===== config.mk =====
export PLATFORM = sky130hd
export DESIGN_NAME = mem_stage
export DESIGN_NICKNAME = d
export VERILOG_FILES = /design/src/rtl/riscv_mem_pkg.sv /design/src/rtl/mem_lane_align.sv /design/src/rtl/mem_stage.sv
export SDC_FILE = /design/constraint.sdc
export NUM_CORES = 1
export LEC_CHECK = 0
export ABC_AREA = 1
export BUFFER_PORTS_ARGS = -buffer_cell sky130_fd_sc_hd__buf_4
export CORE_MARGIN = 10
export CORE_UTILIZATION = 45
export CTS_CLUSTER_SIZE = 8
export DETAILED_ROUTE_END_ITERATION = 7
export HOLD_SLACK_MARGIN = 0.05
export PLACE_DENSITY = 0.73
export SLEW_MARGIN = 20
export SYNTH_ARGS = -nofsm -noshare
export SYNTH_HDL_FRONTEND = slang
export SYNTH_SLANG_ARGS = --single-unit
export TNS_END_PERCENT = 10

===== constraint.sdc =====
create_clock -name clk -period 2.75 [get_ports clk]
set_input_delay 0.4125 -clock clk [delete_from_list [all_inputs] [get_ports clk]]
set_output_delay 0.4125 -clock clk [all_outputs]
set_load 0.01 [all_outputs]

===== src/rtl/riscv_mem_pkg.sv =====
// Shared types and lane helpers for the load/store memory stage.
// Enumerations cover the memory op, access size and stage FSM state.
package riscv_mem_pkg;

    typedef enum logic [1:0] {
        MEM_NONE  = 2'd0,
        MEM_LOAD  = 2'd1,
        MEM_STORE = 2'd2
    } mem_op_e;

    typedef enum logic [1:0] {
        SIZE_BYTE = 2'd0,
        SIZE_HALF = 2'd1,
        SIZE_WORD = 2'd2
    } mem_size_e;

    typedef enum logic [1:0] {
        ST_IDLE = 2'd0,
        ST_REQ  = 2'd1,
        ST_WAIT = 2'd2
    } state_e;

    function automatic logic [3:0] be_gen(input logic [1:0] size, input logic [1:0] offset);
        logic [3:0] be;
        case (size)
            SIZE_BYTE: be = 4'b0001 << offset;
            SIZE_HALF: be = offset[1] ? 4'b1100 : 4'b0011;
            default:   be = 4'b1111;
        endcase
        return be;
    endfunction

    // Halfwords pick their lane from offset[1] only, so an unchecked
    // misaligned half falls back onto the aligned half it sits in.
    function automatic logic [31:0] load_extend(input logic [31:0] rdata,
                                                input logic [1:0]  offset,
                                                input logic [1:0]  size,
                                                input logic        zero_ext);
        logic [7:0]  byte_sel;
        logic [15:0] half_sel;
        logic [31:0] result;
        byte_sel = rdata[{offset, 3'b000} +: 8];
        half_sel = offset[1] ? rdata[31:16] : rdata[15:0];
        case (size)
            SIZE_BYTE: result = zero_ext ? {24'b0, byte_sel} : {{24{byte_sel[7]}}, byte_sel};
            SIZE_HALF: result = zero_ext ? {16'b0, half_sel} : {{16{half_sel[15]}}, half_sel};
            default:   result = rdata;
        endcase
        return result;
    endfunction

    function automatic logic is_misaligned(input logic [1:0] size, input logic [1:0] offset);
        logic mis;
        case (size)
            SIZE_BYTE: mis = 1'b0;
            SIZE_HALF: mis = offset[0];
            default:   mis = |offset;
        endcase
        return mis;
    endfunction

endpackage


===== src/rtl/mem_lane_align.sv =====
// Combinational lane logic: byte enables, store replication across lanes,
// and load lane extraction with sign/zero extension.
module mem_lane_align
    import riscv_mem_pkg::*;
(
    input  logic [1:0]  size,
    input  logic [1:0]  offset,
    input  logic        zero_ext,
    input  logic [31:0] store_data,
    input  logic [31:0] rdata,
    output logic [3:0]  be,
    output logic [31:0] wdata,
    output logic [31:0] load_data
);

    assign be        = be_gen(size, offset);
    assign load_data = load_extend(rdata, offset, size, zero_ext);

    generate
        for (genvar gi = 0; gi < 4; gi++) begin : g_lane
            assign wdata[8*gi +: 8] = (size == SIZE_BYTE) ? store_data[7:0] :
                                      (size == SIZE_HALF) ? store_data[8*(gi%2) +: 8] :
                                                            store_data[8*gi +: 8];
        end
    endgenerate

endmodule


===== src/rtl/mem_stage.sv =====
// Load/store memory stage: IDLE -> REQ -> WAIT handshake with the data memory.
// Optional MEM_STAGE_MISALIGN_CHECK_EN drops misaligned half/word accesses.
module mem_stage
    import riscv_mem_pkg::*;
#(
    parameter int XLEN = 32
) (
    input  logic            clk,
    input  logic            rst_n,
    input  logic            ex_valid,
    output logic            ex_ready,
    input  logic [XLEN-1:0] ex_alu_res,
    input  logic [XLEN-1:0] ex_store_data,
    input  logic [4:0]      ex_rd,
    input  logic [1:0]      ex_mem_op,
    input  logic [1:0]      ex_size,
    input  logic            ex_unsigned,
    output logic            dmem_req,
    output logic            dmem_we,
    output logic [XLEN-1:0] dmem_addr,
    output logic [3:0]      dmem_be,
    output logic [XLEN-1:0] dmem_wdata,
    input  logic            dmem_gnt,
    input  logic            dmem_rvalid,
    input  logic [XLEN-1:0] dmem_rdata,
`ifdef MEM_STAGE_MISALIGN_CHECK_EN
    output logic            misalign_o,
`endif
    output logic            wb_valid,
    output logic [XLEN-1:0] wb_data,
    output logic [XLEN-1:0] wb_alu_res,
    output logic [4:0]      wb_rd,
    output logic            wb_is_load
);

    state_e          state_reg;
    state_e          state_next;
    logic [XLEN-1:0] alu_res_reg;
    logic [XLEN-1:0] store_data_reg;
    logic [4:0]      rd_reg;
    logic [1:0]      op_reg;
    logic [1:0]      size_reg;
    logic            zero_ext_reg;
    logic [XLEN-1:0] load_data;
    logic            is_mem;
    logic            misaligned;

    assign is_mem = (ex_mem_op == MEM_LOAD) || (ex_mem_op == MEM_STORE);

`ifdef MEM_STAGE_MISALIGN_CHECK_EN
    assign misaligned = is_misaligned(ex_size, ex_alu_res[1:0]);
`else
    assign misaligned = 1'b0;
`endif

    always_comb begin
        state_next = state_reg;
        case (state_reg)
            ST_IDLE: if (ex_valid && is_mem && !misaligned) state_next = ST_REQ;
            ST_REQ:  if (dmem_gnt)                          state_next = ST_WAIT;
            ST_WAIT: if (dmem_rvalid)                       state_next = ST_IDLE;
            default:                                        state_next = ST_IDLE;
        endcase
    end

    // Lane logic works only from latched fields so the bus stays stable in REQ.
    mem_lane_align u_lane_align (
        .size       (size_reg),
        .offset     (alu_res_reg[1:0]),
        .zero_ext   (zero_ext_reg),
        .store_data (store_data_reg),
        .rdata      (dmem_rdata),
        .be         (dmem_be),
        .wdata      (dmem_wdata),
        .load_data  (load_data)
    );

    assign ex_ready  = (state_reg == ST_IDLE);
    assign dmem_req  = (state_reg == ST_REQ);
    assign dmem_we   = dmem_req && (op_reg == MEM_STORE);
    assign dmem_addr = {alu_res_reg[XLEN-1:2], 2'b00};

    always_ff @(posedge clk or negedge rst_n) begin
        if (!rst_n) begin
            state_reg      <= ST_IDLE;
            alu_res_reg    <= '0;
            store_data_reg <= '0;
            rd_reg         <= '0;
            op_reg         <= '0;
            size_reg       <= '0;
            zero_ext_reg   <= 1'b0;
            wb_valid       <= 1'b0;
            wb_data        <= '0;
            wb_alu_res     <= '0;
            wb_rd          <= '0;
            wb_is_load     <= 1'b0;
`ifdef MEM_STAGE_MISALIGN_CHECK_EN
            misalign_o     <= 1'b0;
`endif
        end else begin
            state_reg <= state_next;
            wb_valid  <= 1'b0;
`ifdef MEM_STAGE_MISALIGN_CHECK_EN
            misalign_o <= 1'b0;
`endif
            case (state_reg)
                ST_IDLE: begin
                    if (ex_valid && !is_mem) begin
                        wb_valid   <= 1'b1;
                        wb_data    <= '0;
                        wb_is_load <= 1'b0;
                        wb_alu_res <= ex_alu_res;
                        wb_rd      <= ex_rd;
                    end else if (ex_valid && misaligned) begin
                        // Dropped access: retire with rd=0 so nothing is written.
                        wb_valid   <= 1'b1;
                        wb_data    <= '0;
                        wb_is_load <= 1'b0;
                        wb_alu_res <= ex_alu_res;
                        wb_rd      <= '0;
`ifdef MEM_STAGE_MISALIGN_CHECK_EN
                        misalign_o <= 1'b1;
`endif
                    end else if (ex_valid) begin
                        alu_res_reg    <= ex_alu_res;
                        store_data_reg <= ex_store_data;
                        rd_reg         <= ex_rd;
                        op_reg         <= ex_mem_op;
                        size_reg       <= ex_size;
                        zero_ext_reg   <= ex_unsigned;
                    end
                end
                ST_WAIT: begin
                    if (dmem_rvalid) begin
                        wb_valid   <= 1'b1;
                        wb_is_load <= (op_reg == MEM_LOAD);
                        wb_data    <= (op_reg == MEM_LOAD) ? load_data : '0;
                        wb_alu_res <= alu_res_reg;
                        wb_rd      <= rd_reg;
                    end
                end
                default: ;
            endcase
        end
    end

endmodule


==> impl_results.md <==
* Multiplexer share of the synthesized area at 0%
* Row count at between 40 and 50
* Slowest cell on crit path: dfrtp_1
* Max VDD drop at 0.0005943 V
* FILL cells at around 1500
* Initial Util at between 40% and 50%
* CP endpoint kind: output port
* Comb power frac at a little over two fifths
* Simple-gate share of the synthesized area at a little over a third
* Worst path cell trace: inv_4 > nand2_4 > inv_1 > nand2_1 > nand3_1 > buf_4
* Final hold slack at about 190 ps
* Design Power at slightly above 0.01 W
* First-pass GRT wire length at around 36 mm
* Sequential share of the synthesized area at 51.33%
* Critical path peak fanout at 12
* Final-report max-slew violation count at 0
* Net Sw Frac at between 30 and 40%
* Max-capacitance violation count at 0
* DR vias at around 6700
* Leak at between 5 and 6 nW
* # H-tree levels at 4
* Largest net degree at the start of global routing at 73
* Final Skew at between 9 and 10 ps
* Syn Inst Count at roughly 970
* I/O Pins at about 250
* Critical path's largest stage delay at about 660 ps
* Worst EP arrival at 2030 ps
* GRT Overall Usage at approximately a fifth
* Horiz. Die Dim at between 100 and 150 um
* Main combinational cell family by area after synthesis: simple AND/OR/NAND/NOR gates
* Syn Std Cell Area at 0.007167 mm2
* Core ar. at between 0.015 and 0.02 mm2
* Pre-antenna DRT Iters at 5
* Pwr dens at about 1100 mW/mm2
* CTS clk-pin slew, worst paths at about 60 ps
* Worst-margin pin slew at roughly 1000 ps
* Required @ worst endpoint at roughly 2300 ps
* Sw Pwr at between 0.004 and 0.005 W
* Gpl congestion at 0.8421
* Fmax at approximately 410 MHz
* Worst hold path class: in2reg
* Final setup vio count at 0
* Iter 0 DRT Violations at between 400 and 500
* Vias in the first global route at between 6000 and 7000
* Full die area at 0.02137 mm2
* Clock period minus worst slack at 2440 ps
* Top cell family by delay on the critical path: flip-flops
* WL/cell at between 15 and 20 um
* Antenna diodes at 0
* Post-synthesis cell type count at 23
* Fin. Hold Viols at 0
* Share of post-route cells with drive strength above 1 at between 20% and 30%
* Mean post-synth cell area at about 7.4 um2
* Outcome: finished clean
* Number of antenna violations at the first check in global routing at 0
* Yosys Warn Count at 0
* # port buffers at 250
* Drc violations at 0
* Post-Route Setup TNS at 0 ps
* Post-Synth Adder-Cell Area at 0%
* CTS tree: built
* Post-synthesis xor/xnor area fraction at 0%
* Nets at about 1300
* Slew margin rel. at between 30% and 40%
* GRT overflow at 0
* DP Wirelength at between 15 and 20 mm
* Synthesis-stage register bit count at ~150
* Latest clock arrival within the worst-skew pair at between 400 and 500 ps
* Worst path buffer plus inverter count at 3
* CTS Buf Count at 17
* Internal power at between 0.006 and 0.007 W
* Startpoint types: flip-flop
* Setup CP Type: reg2out
* Clock buffer depth at 2
* RSZ-0062 raised after global routing: no
* Final cell utilization of the core at between 60% and 70%
* Die Height at ~150 um
* Compound-Gate Fraction of Synth Area at 4.277%
* CTS sink count at 147
* Flop pwr share at 34.4%
* Via-to-Cell Ratio at 4.807
* Area grow syn2layout at 32.68%
* Post-CTS Setup Repair Bufs at 0
* Clock power share at 23.2%
* Period utilization at between 80 and 90%
* WL final at 22.37 mm
* Root Buffer Master: clkbuf_16
* Post-route antenna net violation count at 0
[synthesized netlist by cell type, drive strengths merged]
master | count | area [um2]
dfrtp | 147 | 3679
nand3 | 25 | 137.6
conb | 1 | 3.750
inv | 19 | 73.83
a31oi | 37 | 231.5
nand2 | 538 | 2039
nor2 | 93 | 366.6
o21ai | 10 | 50.05
a21oi | 5 | 25.02
nor3 | 1 | 5.000
buf | 67 | 469.2
clkbuf | 23 | 86.33
[logic make-up after synthesis]
family,count (synthesis)
flip-flops,147
AND/OR/NAND/NOR,657
other,1
AO/OA/AOI/OAI,52
buffers and inverters,109
[per-layer routing]
layer  vias to the layer above  wire length, um  global-route usage (%)
met1                      3087             9358                   25.48
met3                        32             1675                   6.304
met2                       234            10730                   33.23
met4                         0              608                   7.808
li1                       3329                -                       -
met5                         -                0                       0
[repair_timing]
item                                   CTS  global route
resized for setup                        0             0
hold buffers                             1             0
endpoints found under the hold margin   69             0
[power groups by stage]
stage | combinational (W) | clock [W] | sequential (W)
final | 0.00435 | 0.00238 | 0.00353
after global routing | 0.00484 | 0.00253 | 0.00364
after CTS | 0.00443 | 0.00243 | 0.00352
after detailed placement | 0.00441 | 0 | 0.00355
after global placement | 0.00436 | 0 | 0.00352
after floorplan | 0.00257 | 0 | 0.00353
[tightest hold or removal path, delay by kind of cell]
kind / cells / cell delay (ps)
buf+inv: 1 / 70
simple gates: 2 / 80
[placed cells by master, fill, tap and decap left out, types with 3 or more instances in the layout]
cell,netlist,routed
nand2_2,2,4
dfrtp_1,147,147
o21ai_0,10,10
nor2_1,90,89
nand3_1,24,24
clkbuf_16,0,17
nand2_1,534,532
a31oi_1,37,37
buf_4,45,262
inv_1,16,16
clkinvlp_4,0,4
bufinv_16,0,3
a21oi_1,5,5
clkinv_4,0,4
[layout make-up]
| class | count | area, um2 | area share (%) |
|---|---|---|---|
| clock buffer | 17 | 425.4 | 4.474 |
| inverter | 19 | 73.82 | 0.7763 |
| tap | 216 | 270.3 | 2.842 |
| clock inverter | 15 | 182.7 | 1.921 |
| sequential | 147 | 3679 | 38.68 |
| multi-input combinational | 711 | 2870 | 30.18 |
| timing repair buffer | 265 | 2008 | 21.12 |
[per-stage QoR]
stage / worst slack, ps / instance area (um2) / instances
after floorplan: 1161 / 7171 / 967
after global placement: 548.8 / 8891 / 1357
after detailed placement: 449.3 / 8891 / 1357
after CTS: 267.8 / 9509 / 1390
after global routing: 136.6 / 9509 / 1390
final: 309.6 / 9509 / 1390
[path summary, 6_finish.rpt]
kind	endpoint	from	cells past startpoint	slack, ps
max in group asynchronous	zero_ext_reg	rst_n	3	1360
max	dmem_wdata[31]	size_reg[1]	6	310
min in group asynchronous	wb_alu_res[5]	rst_n	2	570
min	store_data_reg[22]	ex_store_data[22]	3	190
max reg2reg	wb_data[4]	state_reg[0]	8	460
min reg2reg	wb_data[29]	wb_data[29]	2	480
(Power assumes the default switching activity.)
